--- src/rtl/ntt_host_ctrl_if.sv ---
// Host-side bundle for ntt_host_ctrl: command handshake, coefficient input
// stream and result output stream.
interface ntt_host_ctrl_if;
    logic        cmd_valid;
    logic        cmd_ready;
    logic        cmd_mode;
    logic        s_valid;
    logic        s_ready;
    logic [15:0] s_data;
    logic        m_valid;
    logic        m_ready;
    logic [15:0] m_data;
    logic        m_last;

    modport master (
        output cmd_valid, cmd_mode, s_valid, s_data, m_ready,
        input  cmd_ready, s_ready, m_valid, m_data, m_last
    );

    modport slave (
        input  cmd_valid, cmd_mode, s_valid, s_data, m_ready,
        output cmd_ready, s_ready, m_valid, m_data, m_last
    );
endinterface

--- src/rtl/ntt_host_ctrl.sv ---
// Job sequencer around an NTT core: load N words into BRAM, kick the core,
// wait for its done pulse under a watchdog, then stream the BRAM back out.
module ntt_host_ctrl #(
    parameter int N         = 256,
    parameter int TIMEOUT   = 20000,
    parameter int START_LEN = 2
) (
    input  logic              clk,
    input  logic              rst_n,
    ntt_host_ctrl_if.slave    bus,
    output logic [7:0]        o_bram_addr,
    output logic              o_bram_we,
    output logic [15:0]       o_bram_din,
    input  logic [15:0]       i_bram_dout,
    output logic              o_core_start,
    output logic              o_core_mode,
    input  logic              i_core_done,
    output logic              o_job_done,
    output logic              o_err_timeout
);
    localparam logic [2:0] S_IDLE    = 3'd0;
    localparam logic [2:0] S_LOAD    = 3'd1;
    localparam logic [2:0] S_START   = 3'd2;
    localparam logic [2:0] S_WAIT_HI = 3'd3;
    localparam logic [2:0] S_WAIT_LO = 3'd4;
    localparam logic [2:0] S_DRAIN   = 3'd5;
    localparam logic [2:0] S_FIN     = 3'd6;

    localparam logic [7:0]  LAST_IDX  = 8'(N - 1);
    localparam logic [15:0] WDOG_LIM  = 16'(TIMEOUT - 1);
    localparam logic [7:0]  START_LIM = 8'(START_LEN - 1);

    logic [2:0]  r_state;
    logic [7:0]  r_cnt;
    logic        r_mode;
    logic [7:0]  r_start_cnt;
    logic [15:0] r_wdog;
    logic        r_err;
    logic [7:0]  r_rd_addr;
    logic        r_rd_done;
    logic        r_rd_pend;
    logic        r_rd_pend_last;
    logic [15:0] r_fifo_data [2];
    logic [1:0]  r_fifo_last;
    logic        r_wr_ptr;
    logic        r_rd_ptr;
    logic [1:0]  r_fifo_cnt;

    logic        w_m_hs;
    logic        w_m_last;
    logic [2:0]  w_occ;
    logic        w_rd_issue;
    logic        w_drain_go;

    assign w_m_hs     = (r_fifo_cnt != 2'd0) && bus.m_ready;
    assign w_m_last   = r_fifo_last[r_rd_ptr] && (r_fifo_cnt != 2'd0);
    // Count the word leaving this cycle so a full-rate stream keeps one read in flight.
    assign w_occ      = {1'b0, r_fifo_cnt} + {2'b00, r_rd_pend} - {2'b00, w_m_hs};
    assign w_rd_issue = (r_state == S_DRAIN) && !r_rd_done && (w_occ < 3'd2);
    assign w_drain_go = (r_state == S_WAIT_LO) && !i_core_done;

    // Job sequencing, word counter, start pulse timer and watchdog.
    always_ff @(posedge clk or negedge rst_n) begin
        if (!rst_n) begin
            r_state     <= S_IDLE;
            r_cnt       <= 8'd0;
            r_mode      <= 1'b0;
            r_start_cnt <= 8'd0;
            r_wdog      <= 16'd0;
            r_err       <= 1'b0;
        end else begin
            case (r_state)
                S_IDLE: begin
                    if (bus.cmd_valid) begin
                        r_mode  <= bus.cmd_mode;
                        r_cnt   <= 8'd0;
                        r_err   <= 1'b0;
                        r_state <= S_LOAD;
                    end
                end
                S_LOAD: begin
                    if (bus.s_valid) begin
                        r_cnt <= r_cnt + 8'd1;
                        if (r_cnt == LAST_IDX) begin
                            r_start_cnt <= 8'd0;
                            r_state     <= S_START;
                        end
                    end
                end
                S_START: begin
                    if (r_start_cnt == START_LIM) begin
                        r_wdog  <= 16'd0;
                        r_state <= S_WAIT_HI;
                    end else begin
                        r_start_cnt <= r_start_cnt + 8'd1;
                    end
                end
                S_WAIT_HI, S_WAIT_LO: begin
                    // Watchdog wins over a done edge arriving on the same cycle.
                    if (r_wdog == WDOG_LIM) begin
                        r_err   <= 1'b1;
                        r_state <= S_IDLE;
                    end else begin
                        r_wdog <= r_wdog + 16'd1;
                        if ((r_state == S_WAIT_HI) && i_core_done) begin
                            r_state <= S_WAIT_LO;
                        end else if (w_drain_go) begin
                            r_state <= S_DRAIN;
                        end
                    end
                end
                S_DRAIN: begin
                    if (w_m_hs && w_m_last) begin
                        r_state <= S_FIN;
                    end
                end
                S_FIN:   r_state <= S_IDLE;
                default: r_state <= S_IDLE;
            endcase
        end
    end

    // BRAM read issue; data arrives one cycle after the address.
    always_ff @(posedge clk or negedge rst_n) begin
        if (!rst_n) begin
            r_rd_addr      <= 8'd0;
            r_rd_done      <= 1'b0;
            r_rd_pend      <= 1'b0;
            r_rd_pend_last <= 1'b0;
        end else if (w_drain_go) begin
            r_rd_addr      <= 8'd0;
            r_rd_done      <= 1'b0;
            r_rd_pend      <= 1'b0;
            r_rd_pend_last <= 1'b0;
        end else begin
            r_rd_pend      <= w_rd_issue;
            r_rd_pend_last <= (r_rd_addr == LAST_IDX);
            if (w_rd_issue) begin
                r_rd_addr <= r_rd_addr + 8'd1;
                if (r_rd_addr == LAST_IDX) begin
                    r_rd_done <= 1'b1;
                end
            end
        end
    end

    // Two-entry output FIFO holding read data and the last-word flag.
    always_ff @(posedge clk or negedge rst_n) begin
        if (!rst_n) begin
            r_fifo_data[0] <= 16'h0000;
            r_fifo_data[1] <= 16'h0000;
            r_fifo_last    <= 2'b00;
            r_wr_ptr       <= 1'b0;
            r_rd_ptr       <= 1'b0;
            r_fifo_cnt     <= 2'd0;
        end else begin
            if (r_rd_pend) begin
                r_fifo_data[r_wr_ptr] <= i_bram_dout;
                r_fifo_last[r_wr_ptr] <= r_rd_pend_last;
                r_wr_ptr              <= ~r_wr_ptr;
            end
            if (w_m_hs) begin
                r_rd_ptr <= ~r_rd_ptr;
            end
            r_fifo_cnt <= r_fifo_cnt + {1'b0, r_rd_pend} - {1'b0, w_m_hs};
        end
    end

    // Output decode from state and FIFO registers.
    always_comb begin
        bus.cmd_ready = (r_state == S_IDLE);
        bus.s_ready   = (r_state == S_LOAD);
        bus.m_valid   = (r_fifo_cnt != 2'd0);
        bus.m_data    = r_fifo_data[r_rd_ptr];
        bus.m_last    = w_m_last;
        o_bram_we     = (r_state == S_LOAD) && bus.s_valid;
        o_bram_din    = 16'h0000;
        o_bram_addr   = 8'd0;
        if (r_state == S_LOAD) begin
            o_bram_din  = bus.s_data;
            o_bram_addr = r_cnt;
        end else if (r_state == S_DRAIN) begin
            o_bram_addr = r_rd_addr;
        end else begin
            o_bram_addr = 8'd0;
        end
        o_core_start  = (r_state == S_START);
        o_core_mode   = r_mode;
        o_job_done    = (r_state == S_FIN);
        o_err_timeout = r_err;
    end
endmodule
--- src/flat_wrapper.sv ---
// flat-port wrapper written by rule: the top's interface ports become plain ports
module ntt_host_ctrl_flat 
#(
    parameter int N         = 256,
    parameter int TIMEOUT   = 20000,
    parameter int START_LEN = 2
)
  (clk, rst_n, o_bram_addr, o_bram_we, o_bram_din, i_bram_dout, o_core_start, o_core_mode, i_core_done, o_job_done, o_err_timeout, bus_cmd_valid, bus_cmd_mode, bus_s_valid, bus_s_data, bus_m_ready, bus_cmd_ready, bus_s_ready, bus_m_valid, bus_m_data, bus_m_last);
  ntt_host_ctrl_if bus_i ();
  input  logic clk;
  input  logic rst_n;
  output logic [7:0] o_bram_addr;
  output logic o_bram_we;
  output logic [15:0] o_bram_din;
  input  logic [15:0] i_bram_dout;
  output logic o_core_start;
  output logic o_core_mode;
  input  logic i_core_done;
  output logic o_job_done;
  output logic o_err_timeout;
  input wire logic [$bits(bus_i.cmd_valid)-1:0] bus_cmd_valid;
  input wire logic [$bits(bus_i.cmd_mode)-1:0] bus_cmd_mode;
  input wire logic [$bits(bus_i.s_valid)-1:0] bus_s_valid;
  input wire logic [$bits(bus_i.s_data)-1:0] bus_s_data;
  input wire logic [$bits(bus_i.m_ready)-1:0] bus_m_ready;
  output wire logic [$bits(bus_i.cmd_ready)-1:0] bus_cmd_ready;
  output wire logic [$bits(bus_i.s_ready)-1:0] bus_s_ready;
  output wire logic [$bits(bus_i.m_valid)-1:0] bus_m_valid;
  output wire logic [$bits(bus_i.m_data)-1:0] bus_m_data;
  output wire logic [$bits(bus_i.m_last)-1:0] bus_m_last;
  assign bus_i.cmd_valid = bus_cmd_valid;
  assign bus_i.cmd_mode = bus_cmd_mode;
  assign bus_i.s_valid = bus_s_valid;
  assign bus_i.s_data = bus_s_data;
  assign bus_i.m_ready = bus_m_ready;
  assign bus_cmd_ready = bus_i.cmd_ready;
  assign bus_s_ready = bus_i.s_ready;
  assign bus_m_valid = bus_i.m_valid;
  assign bus_m_data = bus_i.m_data;
  assign bus_m_last = bus_i.m_last;
  ntt_host_ctrl #(.N(N), .TIMEOUT(TIMEOUT), .START_LEN(START_LEN)) u_core (.clk(clk), .rst_n(rst_n), .bus(bus_i), .o_bram_addr(o_bram_addr), .o_bram_we(o_bram_we), .o_bram_din(o_bram_din), .i_bram_dout(i_bram_dout), .o_core_start(o_core_start), .o_core_mode(o_core_mode), .i_core_done(i_core_done), .o_job_done(o_job_done), .o_err_timeout(o_err_timeout));
endmodule
--- config.mk ---
export PLATFORM = sky130hd
export DESIGN_NAME = ntt_host_ctrl_flat
export DESIGN_NICKNAME = d
export VERILOG_FILES = /design/src/rtl/ntt_host_ctrl_if.sv /design/src/rtl/ntt_host_ctrl.sv /design/src/flat_wrapper.sv
export SDC_FILE = /design/constraint.sdc
export NUM_CORES = 1
export LEC_CHECK = 0
export CORE_MARGIN = 1
export CORE_UTILIZATION = 26
export CTS_BUF_LIST = sky130_fd_sc_hd__clkbuf_8
export DETAILED_ROUTE_END_ITERATION = 10
export PLACE_DENSITY = 0.48
export SYNTH_ARGS = -nofsm -noshare
export SYNTH_HDL_FRONTEND = slang
export SYNTH_SLANG_ARGS = --single-unit
--- constraint.sdc ---
create_clock -name clk -period 4.7 [get_ports clk]
set_input_delay 1.175 -clock clk [delete_from_list [all_inputs] [get_ports clk]]
set_output_delay 1.175 -clock clk [all_outputs]
set_load 0.005 [all_outputs]
# After elaboration in Yosys (flattened, before gate mapping)
# Index checks and enable logic that the tools add are counted.
# Widths: inputs -> output; s select.
# op_classes
eq_ne	19
reduce_logical	28
n_bitwise	4
addsub	8
mux	43
n_lt_le_gt_ge	7
# op_table
op	n
$mux 16	7
$mux 8	9
$bwmux 32	1
$pmux 16 s2	1
$pmux 8 s2	2
$add 8x1->8 const B	3
$mux 3	8
$add 16x1->16 const B	1
$demux 16 s1	1
$eq 16x15->1 const B	1
$eq 8x8->1 const B	2
$pmux 3 s5	1
$reduce_bool 2->1	7
$logic_and 1x1->1	10
$mux 1	10
$eq 3x3->1 const B	3
$reduce_and 3->1	3
$eq 8x1->1 const B	1
$ne 2x1->1 const B	4
$ne 2x2->1 const B	4
$eq 3x2->1 const B	2
$reduce_and 6->1	1
$ge 2x2->1 const B	2
$lt 1x2->1 const B	2
19 further kinds	23
# word_totals
word_cells	125
reg_bits	86
inputBits	39

# Depth between registers and ports, before layout
# Gate-level depths: netlist of the first run.
# depth
ltp_word	7
ltp_mapped	10

# Least setup slack after synthesis of the first run
# OpenSTA, ideal clock, no wires.
# synth_timing
path_type	input -> register
from	input port bus_m_ready
to	register u_core.r_rd_addr[5]
required_time_ns	4.617
stages	10
n_path_buf	0
arrival_time_ns	3.242
slack_ns	1.375
path_cell_list	o21ai_0 > inv_1 > ha_1 > inv_1 > ha_1 > fa_1 > nor2_1 > nand4_1 > or4_1 > o21ai_0
# synth_via
elab_chain_len	5
# synth_rtl
element	line	source
start: declaration	flat_wrapper.sv:25	input wire logic [$bits(bus_i.m_ready)-1:0] bus_m_ready;
$logic_and 1x1->1	ntt_host_ctrl.sv:55	assign w_m_hs = (r_fifo_cnt != 2'd0) && bus.m_ready;
named net u_core.w_m_hs	ntt_host_ctrl.sv:49	logic w_m_hs;
$sub 3x1->3	ntt_host_ctrl.sv:58	assign w_occ = {1'b0, r_fifo_cnt} + {2'b00, r_rd_pend} - {2'b00, w_m_hs};
named net u_core.w_occ[1]	ntt_host_ctrl.sv:51	logic [2:0] w_occ;
$lt 3x2->1	ntt_host_ctrl.sv:59	assign w_rd_issue = (r_state == S_DRAIN) && !r_rd_done && (w_occ < 3'd2);
$logic_and 1x1->1	ntt_host_ctrl.sv:59	
$reduce_bool 2->1 (no source line)	--	
end signal: assignment	ntt_host_ctrl.sv:139	r_rd_addr <= r_rd_addr + 8'd1;
end: declaration	ntt_host_ctrl.sv:39	logic [7:0] r_rd_addr;
# The timed path passes the listed nets, and every way through them passes these cells.
# A chain may end at the register's enable or synchronous reset.

# Worst setup path after layout of the first run
# layout_timing
from	input port bus_s_valid
to	output port o_bram_we
# layout_via
elab_chain_len	1
# layout_rtl
element	line	source
start: declaration	flat_wrapper.sv:23	input wire logic [$bits(bus_i.s_valid)-1:0] bus_s_valid;
$logic_and 1x1->1	ntt_host_ctrl.sv:176	o_bram_we = (r_state == S_LOAD) && bus.s_valid;
end: declaration	flat_wrapper.sv:13	output logic o_bram_we;
# No other way between the ends.

==> impl_metrics.tcl, run 1 <==
set metrics [dict create \
    die_h_um 133 \
    final_layout_size_suffix_gt1_share_pct 17.2 \
    ctsLongestPathBuffers 2 \
    max_cap_violations 0 \
    drtPass1Iterations 4 \
    p_switching_mw 0.993 \
    die_w_um 133 \
    grt_usage_pct 12.7 \
    post-synth-top-count-cell "dfrtp_1" \
    r2r_end "u_core.r_rd_addr[5]" \
    synth_top_family_by_area "simple AND/OR/NAND/NOR gates" \
    cts_setup_buffers 0 \
    rsz0062_at_grt "false" \
    p_comb_share_pct 40.3 \
    ir_drop_v 0.000201 \
    period_needed_ps 3890 \
    synthAdderAreaFrac_pct 2.40 \
    synth_cell_types 59 \
    min_from "u_core.r_rd_pend" \
    finalWeightedCongestion 0.773 \
    nNetsFinal 543 \
    crit_family "buffers and inverters" \
    clk-insertion-delay-late_ps 370 \
    synth_top_area_cell "dfrtp_1" \
    ys_seq_area_share_pct 48.0 \
    core_mm2 0.0167 \
    cts_resized 0 \
    post_synth_inst_count 410 \
    pwr-share-seq_pct 41.5 \
    io_buffer_count 87 \
    antenna_found_initial 0 \
    synth_edf_count 0 \
    htree_levels 3 \
    worstSetupPathType "in2out" \
    cts_tree "done" \
    slew_headroom_pct 43.3 \
    cp_max_fo 8 \
    hold_path.class "reg2reg" \
    avgSynthCellArea_um2 10.9 \
    worstReg2RegStart "u_core.r_fifo_cnt[1]" \
    synth_area_leaders "dfrtp_1 (48%), mux2_2 (13%), nand2_1 (2.5%), and2_1 (2.4%), nor2_1 (2.2%)" \
    rows 47 \
    drt_wl_total_um 10800 \
    start_util_pct 26.8 \
    antenna_left 0 \
    finalPower_mw 2.89 \
    pwr-share-clk_pct 18.2 \
    grt_pass1_wl_um 17900 \
    hold_viol 0 \
    slew_violations 0 \
    wl_per_cell_um 15.0 \
    crit_arrival_ps 2710 \
    cts_buffers 9 \
    n_antenna_cell 0 \
    via_per_inst 4.74 \
    drt_iter0_markers 153 \
    fillers 1712 \
    grt_pass1_vias 3466 \
    slowest_stage "clkdlybuf4s50_1" \
    post-route-period-util_pct 82.7 \
    power_density_mw_per_mm2 501 \
    switching_share_pct 34.3 \
    hold_buffers 0 \
    p_leak_nw 2.39 \
    ff2ff_setup_slack_ps 1660 \
    worst_pin_slew_ps 848 \
    status "complete, no violations" \
    synth.top_cell.area_share_pct 48.0 \
    synth_common_cells "dfrtp_1 (86), mux2_2 (52), nand2_1 (30), nor2_1 (26), and2_1 (17)" \
    die_area_mm2 0.0178 \
    syn-cell-area_mm2 0.00448 \
    crit_buf_inv 3 \
    critPathMostFrequentCell "clkdlybuf4s50_1" \
    setup_viol 0 \
    cts.reportedPaths.clkPinSlew_ps 90 \
    dp.final_hpwl_um 7680 \
    worstHoldEndpoint "u_core.r_wr_ptr" \
    layout_setup_ws_ps 815 \
    vias 3410 \
    dp_slack_ps 722 \
    cp-end-kind "primary output" \
    drc 0 \
    synth_flop_cell "dfrtp_1" \
    ys_seq_elements 86 \
    worstPathCellList "clkdlybuf4s50_1, nand4bb_1, inv_1, clkdlybuf4s50_1" \
    reg2reg_depth 10 \
    synthSimpleGateAreaFrac_pct 18.3 \
    whs_ps 488 \
    async_flop_share_pct 100 \
    synth_xor_area_share_pct 3.52 \
    internal_power_mw 1.90 \
    syn_nets 457 \
    fmax_mhz 257 \
    start_kind "input port" \
    synth_warnings 0 \
    muxShareOfSynthArea_pct 14.4 \
    root_buffer "clkbuf_8" \
    hold_depth 1 \
    areaGrowthSynthToFinish_pct 28.7 \
    crit_required_ps 3520 \
    cts_sinks 86 \
    max_stage_delay_ps 520 \
    ios 88 \
    skew_ps 12.4 \
    grt_max_degree 54 \
    synth_compound_area_share_pct 10.6 \
    grt_overflow 0 \
    tns_ps 0 \
]
## cell families after synthesis
family / after synthesis
AOI/OAI and AO/OA: 68
xor gates and xnor gates: 18
adders and majority gates: 8
buffers and inverters: 30
DFF: 86
muxes: 58
and+or+nand+nor: 142
## metrics by stage
stage | instance area (um2) | util, % | std cells
2_1_floorplan | 4480 | - | 410
3_3_place_gp | 5580 | 33.4 | 705
3_5_place_dp | 5580 | 33.4 | 705
4_1_cts | 5770 | 34.5 | 720
5_1_grt | 5770 | 34.5 | 720
6_report | 5770 | 34.5 | 720
## power by group through the flow
stage	combinational, mW	clock (mW)	sequential, mW
floorplan	0.741	0	1.10
global placement	1.16	0	1.21
detailed placement	1.18	0	1.22
CTS	1.19	0.550	1.20
global route	1.29	0.577	1.25
finish	1.16	0.527	1.20
## metal layers
metal  global-route usage [%]  share of wire, %  vias up
met4                     3.54               1.2        0
met2                     20.2                45       74
met5                        0                 0        -
met3                     4.15               5.1        8
li1                         -                 -     1672
met1                     16.6                48     1656
## final cells by class
type,count,area (um2),share of cell area [%]
Clock buffer,9,124,2.15
Clock inverter,6,63.8,1.11
Inverter,15,56.3,0.976
Multi-Input combinational cell,294,2210,38.2
Sequential cell,86,2150,37.3
Tap cell,220,275,4.77
Timing Repair Buffer,90,891,15.4
## worst max-delay path by stage
stage	slack (ps)	depth (start not counted)	to	startpoint
4_1_cts	810	4	o_bram_we	bus_s_valid
2_1_floorplan	1380	10	u_core.r_rd_addr[5]	bus_m_ready
6_report	810	4	o_bram_we	bus_s_valid
3_3_place_gp	790	11	u_core.r_rd_addr[5]	bus_m_ready
3_5_place_dp	720	11	u_core.r_rd_addr[5]	bus_m_ready
5_1_grt	760	4	o_bram_we	bus_s_valid
## state kept, by name, indices dropped and copies added (netlist names)
name	flops
u_core.r_fifo_cnt	2
u_core.r_cnt	8
u_core.r_rd_addr	8
u_core.r_rd_pend_last	1
u_core.r_start_cnt	8
u_core.r_rd_pend	1
u_core.r_wdog	16
u_core.r_rd_done	1
u_core.r_state	3
u_core.r_fifo_data	32
u_core.r_wr_ptr	1
u_core.r_fifo_last	2
u_core.o_core_mode	1
u_core.o_err_timeout	1
u_core.r_rd_ptr	1
## cells in the final DEF, fill, tap and decap left out, drive strengths merged, types with 10 or more instances in the layout
cell type      instances
mux2                  52
nand2                 30
dfrtp                 86
o21ai                 12
nand4                 11
xnor2                 10
and2                  17
clkdlybuf4s50         86
inv                   17
a21oi                 17
nor2                  26
nand3                 17
Power figures use the tool's default switching activity.
==> inputs of run 2 (changes only) <==
==> constraint.sdc (replaced) <==
create_clock -name clk -period 3.9 [get_ports clk]
set_input_delay 0.975 -clock clk [delete_from_list [all_inputs] [get_ports clk]]
set_output_delay 0.975 -clock clk [all_outputs]
set_load 0.005 [all_outputs]
==> run 2 against run 1 <==
Register-to-register slack got worse by 680 ps. Combinational power rose by 25%. Utilization grew 0.37 points. Design area is 1.1% higher. Die area stayed put. Count of clock-buffer cells in the layout unchanged. Non-clock buffer count rose by 5. Via count grew 1.5%. Critical endpoint is now u_core.r_rd_addr[5]. Highest routed layer unchanged.
==> impl_metrics.tcl, run 2 (synthesis gave the netlist of run 1 again) <==
set metrics [dict create \
    fillers 1699 \
    stdcell_count 725 \
    grt_overflow 0 \
    worstReg2RegStart "u_core.r_fifo_cnt[1]" \
    cts.reportedPaths.clkPinSlew_ps 90 \
    reg2reg_depth 10 \
    top_register "u_core.r_fifo_data" \
    status "complete, no violations" \
    p_leak_nw 2.42 \
    antenna_left 0 \
    slew_headroom_pct 44.6 \
    hold_path.class "reg2reg" \
    fin_util_pct 34.9 \
    start_kind "input port" \
    drt_iter0_markers 128 \
    grt_pass1_vias 3481 \
    crit_arrival_ps 3700 \
    period_needed_ps 3410 \
    grt_usage_pct 12.9 \
    p_comb_share_pct 40.6 \
    ir_drop_v 0.000221 \
    die_w_um 133 \
    setup_viol 0 \
    hold_depth 1 \
    detailed_place.area_mm2 0.00562 \
    vias 3461 \
    cp-end-kind "flip-flop" \
    crit_start "bus_m_ready" \
    dp.final_hpwl_um 7640 \
    die_area_mm2 0.0178 \
    min_from "u_core.r_rd_pend" \
    final_layout_size_suffix_gt1_share_pct 18.0 \
    drt_wl_total_um 10800 \
    worst_pin_slew_ps 824 \
    top_regs "u_core.r_fifo_data x32, u_core.r_wdog x16" \
    crit_required_ps 4180 \
    largest_reg_flops 32 \
    fmax_mhz 293 \
    die_h_um 133 \
    fin_area_mm2 0.00583 \
    cts_tree "done" \
    p_switching_mw 1.19 \
    max_cap_violations 0 \
    worstSetupPathType "in2reg" \
    htree_levels 3 \
    drtPass1Iterations 4 \
    grt_max_degree 64 \
    cts_resized 0 \
    internal_power_mw 2.37 \
    clk-insertion-delay-late_ps 370 \
    tns_ps 0 \
    finalWeightedCongestion 0.746 \
    wl_per_cell_um 14.9 \
    root_buffer "clkbuf_8" \
    cts_setup_buffers 0 \
    core_mm2 0.0167 \
    power_density_mw_per_mm2 611 \
    hold_viol 0 \
    multi_input_area_mm2 0.00221 \
    place_inst 710 \
    hold_buffers 0 \
    pwr-share-seq_pct 40.1 \
    io_buffer_count 87 \
    ctsLongestPathBuffers 2 \
    whs_ps 490 \
    seq_area_mm2 0.00215 \
    antenna_found_initial 0 \
    cp_max_fo 5 \
    nNetsFinal 548 \
    cts_buffers 9 \
    cts_sinks 86 \
    layout_common_cells "clkdlybuf4s50_1 (86), dfrtp_1 (86), mux2_2 (52)" \
    ios 88 \
    grt_pass1_wl_um 18200 \
    n_antenna_cell 0 \
    switching_share_pct 33.5 \
    start_util_pct 26.8 \
    rows 47 \
    areaGrowthSynthToFinish_pct 30.1 \
    post-route-period-util_pct 87.5 \
    slew_violations 0 \
    drc 0 \
    via_per_inst 4.77 \
    rsz0062_at_grt "false" \
    skew_ps 11.6 \
    pwr-share-clk_pct 19.3 \
]
==> run 2: power groups by stage <==
| stage | clock network, mW | logic [mW] | registers [mW] |
|---|---|---|---|
| CTS | 0.724 | 1.47 | 1.43 |
| global route | 0.758 | 1.61 | 1.48 |
| finish | 0.688 | 1.45 | 1.43 |
| floorplan | 0 | 0.893 | 1.33 |
| detailed placement | 0 | 1.47 | 1.44 |
| global placement | 0 | 1.44 | 1.43 |
==> run 2: per-layer routing <==
layer  part of all wire, %  GRT usage, %  routed length, um  vias up
met1                    50          17.8               5370     1706
li1                      -             -                  -     1681
met5                     0             0                  0        -
met4                   1.2          3.72                128        0
met3                   3.8          3.31                406       11
met2                    45          19.9               4890       63
==> run 2: path summary, 6_finish.rpt <==
kind / endpoint / slack, ps
worst max-delay path: u_core.r_rd_addr[5] / 490
worst min-delay path: u_core.r_wr_ptr / 490
worst max register to register: u_core.r_rd_addr[5] / 980
worst min register to register: u_core.r_wr_ptr / 490
max in group asynchronous: u_core.r_start_cnt[3] / 2490
min in group asynchronous: u_core.r_fifo_data[0] / 700
==> run 2: per-stage QoR <==
| stage | total power, mW | worst slack [ps] |
|---|---|---|
| floorplan | 2.22 | 775 |
| detailed placement | 2.91 | 125 |
| global route | 3.84 | 295 |
| CTS | 3.62 | 519 |
| finish | 3.56 | 487 |
| global placement | 2.87 | 193 |
==> run 2: cell type report <==
cell class / instances / share of cell area [%]
multi-input combinational: 294 / 37.8
sequential: 86 / 36.9
timing repair buffer: 95 / 15.9
tap: 220 / 4.72
clock buffer: 9 / 2.12
clock inverter: 6 / 1.52
inverter: 15 / 0.966
==> run 2: worst max-delay path: stages <==
cell and delay, ps:
clkdlybuf4s50_1 430, o21ai_0 120, inv_1 70, ha_1 270, inv_1 40, ha_1 190, fa_1 490, nor2_1 220
nand4_1 260, or4_1 550, o21ai_0 90
==> inputs of run 3 (changes only) <==
--- a/config.mk
+++ b/config.mk
@@ -10,6 +10,7 @@
 export CTS_BUF_LIST = sky130_fd_sc_hd__clkbuf_8
 export DETAILED_ROUTE_END_ITERATION = 10
 export PLACE_DENSITY = 0.48
+export RECOVER_POWER = 50
 export SYNTH_ARGS = -nofsm -noshare
 export SYNTH_HDL_FRONTEND = slang
 export SYNTH_SLANG_ARGS = --single-unit
==> run 3 against run 2 <==
Sequential share of layout area is 0.063 points higher. Highest routed layer unchanged. Clock power about the same. Utilization fell by 0.060 points. The flow now finishes with violations (max-capacitance violations, max-slew violations).
==> impl_metrics.tcl, run 3 (synthesis gave the netlist of run 1 again) <==
set metrics [dict create \
    drtPass1Iterations 4 \
    die_w_um 133 \
    root_buffer "clkbuf_8" \
    skew_ps 11.6 \
    nNetsFinal 548 \
    hold_buffers 0 \
    drt_wl_total_um 10800 \
    crit_arrival_ps 3690 \
    grt_busiest_layer "met2" \
    htree_levels 3 \
    cp-end-kind "flip-flop" \
    tns_ps 0 \
    dp.final_hpwl_um 7640 \
    hold_path.class "reg2reg" \
    slew_violations 64 \
    wl_per_cell_um 14.9 \
    start_kind "input port" \
    worstSetupPathType "in2reg" \
    cts_tree "done" \
    n_antenna_cell 0 \
    ios 88 \
    grt_overflow 0 \
    crit_required_ps 4180 \
    io_buffer_count 87 \
    antenna_left 0 \
    setup_viol 0 \
    fillers 1700 \
    antenna_found_initial 0 \
    final_layout_size_suffix_gt1_share_pct 17.6 \
    top_register "u_core.r_fifo_data" \
    fmax_mhz 293 \
    largest_reg_flops 32 \
    met2_usage_pct 19.9 \
    clk-insertion-delay-late_ps 370 \
    drc 0 \
    grt_use_met3_pct 3.31 \
    rows 47 \
    slew_headroom_pct -7.45 \
    grt_pass1_wl_um 18200 \
    met1_usage_pct 17.8 \
    cts_buffers 9 \
    whs_ps 490 \
    finalWeightedCongestion 0.746 \
    cts_sinks 86 \
    drt_iter0_markers 128 \
    cts_resized 0 \
    vias 3459 \
    cp_max_fo 5 \
    rsz0062_at_grt "false" \
    violations "max-capacitance violations, max-slew violations" \
    die_h_um 133 \
    core_mm2 0.0167 \
    start_util_pct 26.8 \
    via_per_inst 4.77 \
    layout_common_cells "clkdlybuf4s50_1 (86), dfrtp_1 (86), mux2_2 (52)" \
    switching_share_pct 33.5 \
    status "finished with violations" \
    pwr-share-seq_pct 40.1 \
    post-route-period-util_pct 87.4 \
    pwr-share-clk_pct 19.3 \
    ir_drop_v 0.000221 \
    grt_pass1_vias 3481 \
    cts.reportedPaths.clkPinSlew_ps 90 \
    areaGrowthSynthToFinish_pct 29.9 \
    max_cap_violations 1 \
    period_needed_ps 3410 \
    ctsLongestPathBuffers 2 \
    top_regs "u_core.r_fifo_data x32, u_core.r_wdog x16" \
    p_comb_share_pct 40.6 \
    die_area_mm2 0.0178 \
    grt_usage_pct 12.9 \
    hold_viol 0 \
    grt_max_degree 64 \
    worst_pin_slew_ps 1610 \
    internal_power_mw 2.37 \
    cts_setup_buffers 0 \
    p_switching_mw 1.19 \
    p_leak_nw 2.41 \
    power_density_mw_per_mm2 611 \
]
run 3: changes by cell type in the layout (fill, tap and decap cells not counted):
cell      change
clkbuf_1      +2
clkbuf_2      +1
buf_4         -4
clkbuf_4      +1
run 3: path summary, 6_finish.rpt:
| kind | slack, ps | cells after the start | end | startpoint |
|---|---|---|---|---|
| min in group asynchronous | 1010 | 1 | u_core.r_fifo_data[0] | rst_n |
| setup reg to reg | 990 | 10 | u_core.r_rd_addr[5] | u_core.r_fifo_cnt[1] |
| hold / removal | 490 | 1 | u_core.r_wr_ptr | u_core.r_rd_pend |
| setup / recovery | 490 | 11 | u_core.r_rd_addr[5] | bus_m_ready |
| hold reg to reg | 490 | 1 | u_core.r_wr_ptr | u_core.r_rd_pend |
| max in group asynchronous | 1550 | 2 | u_core.r_start_cnt[3] | rst_n |
run 3: metal layers:
metal | routed length [um] | part of all wire [%]
met1 | 5360 | 50
met2 | 4890 | 45
met3 | 405 | 3.8
met4 | 128 | 1.2
met5 | 0 | 0
run 3: critical path, stage by stage:
cell and delay (ps):
clkdlybuf4s50_1 430, o21ai_0 110, inv_1 70, ha_1 270, inv_1 40, ha_1 190, fa_1 490, nor2_1 220
nand4_1 260, or4_1 550, o21ai_0 90
run 3: power groups by stage:
stage,sequential [mW],combinational (mW),clock (mW)
CTS,1.43,1.47,0.724
global placement,1.43,1.44,0
global route,1.48,1.60,0.758
floorplan,1.33,0.893,0
detailed placement,1.44,1.47,0
finish,1.43,1.45,0.688
run 3: cell type report:
| type | instances | area, um2 | share of cell area [%] |
|---|---|---|---|
| inverter | 15 | 56.3 | 0.967 |
| clock buffer | 9 | 124 | 2.13 |
| multi-input combinational | 294 | 2210 | 37.9 |
| tap | 220 | 275 | 4.73 |
| timing repair buffer | 95 | 918 | 15.8 |
| clock inverter | 6 | 88.8 | 1.53 |
| sequential | 86 | 2150 | 37.0 |
run 3: metrics by stage:
step	cell area [um2]	power, mW	worst slack, ps	util [%]	instances
floorplan	4480	2.22	775	-	410
global placement	5620	2.87	193	33.6	710
detailed placement	5620	2.91	125	33.6	710
CTS	5830	3.62	519	34.9	725
global route	5820	3.84	300	34.9	725
finish	5820	3.56	492	34.9	725
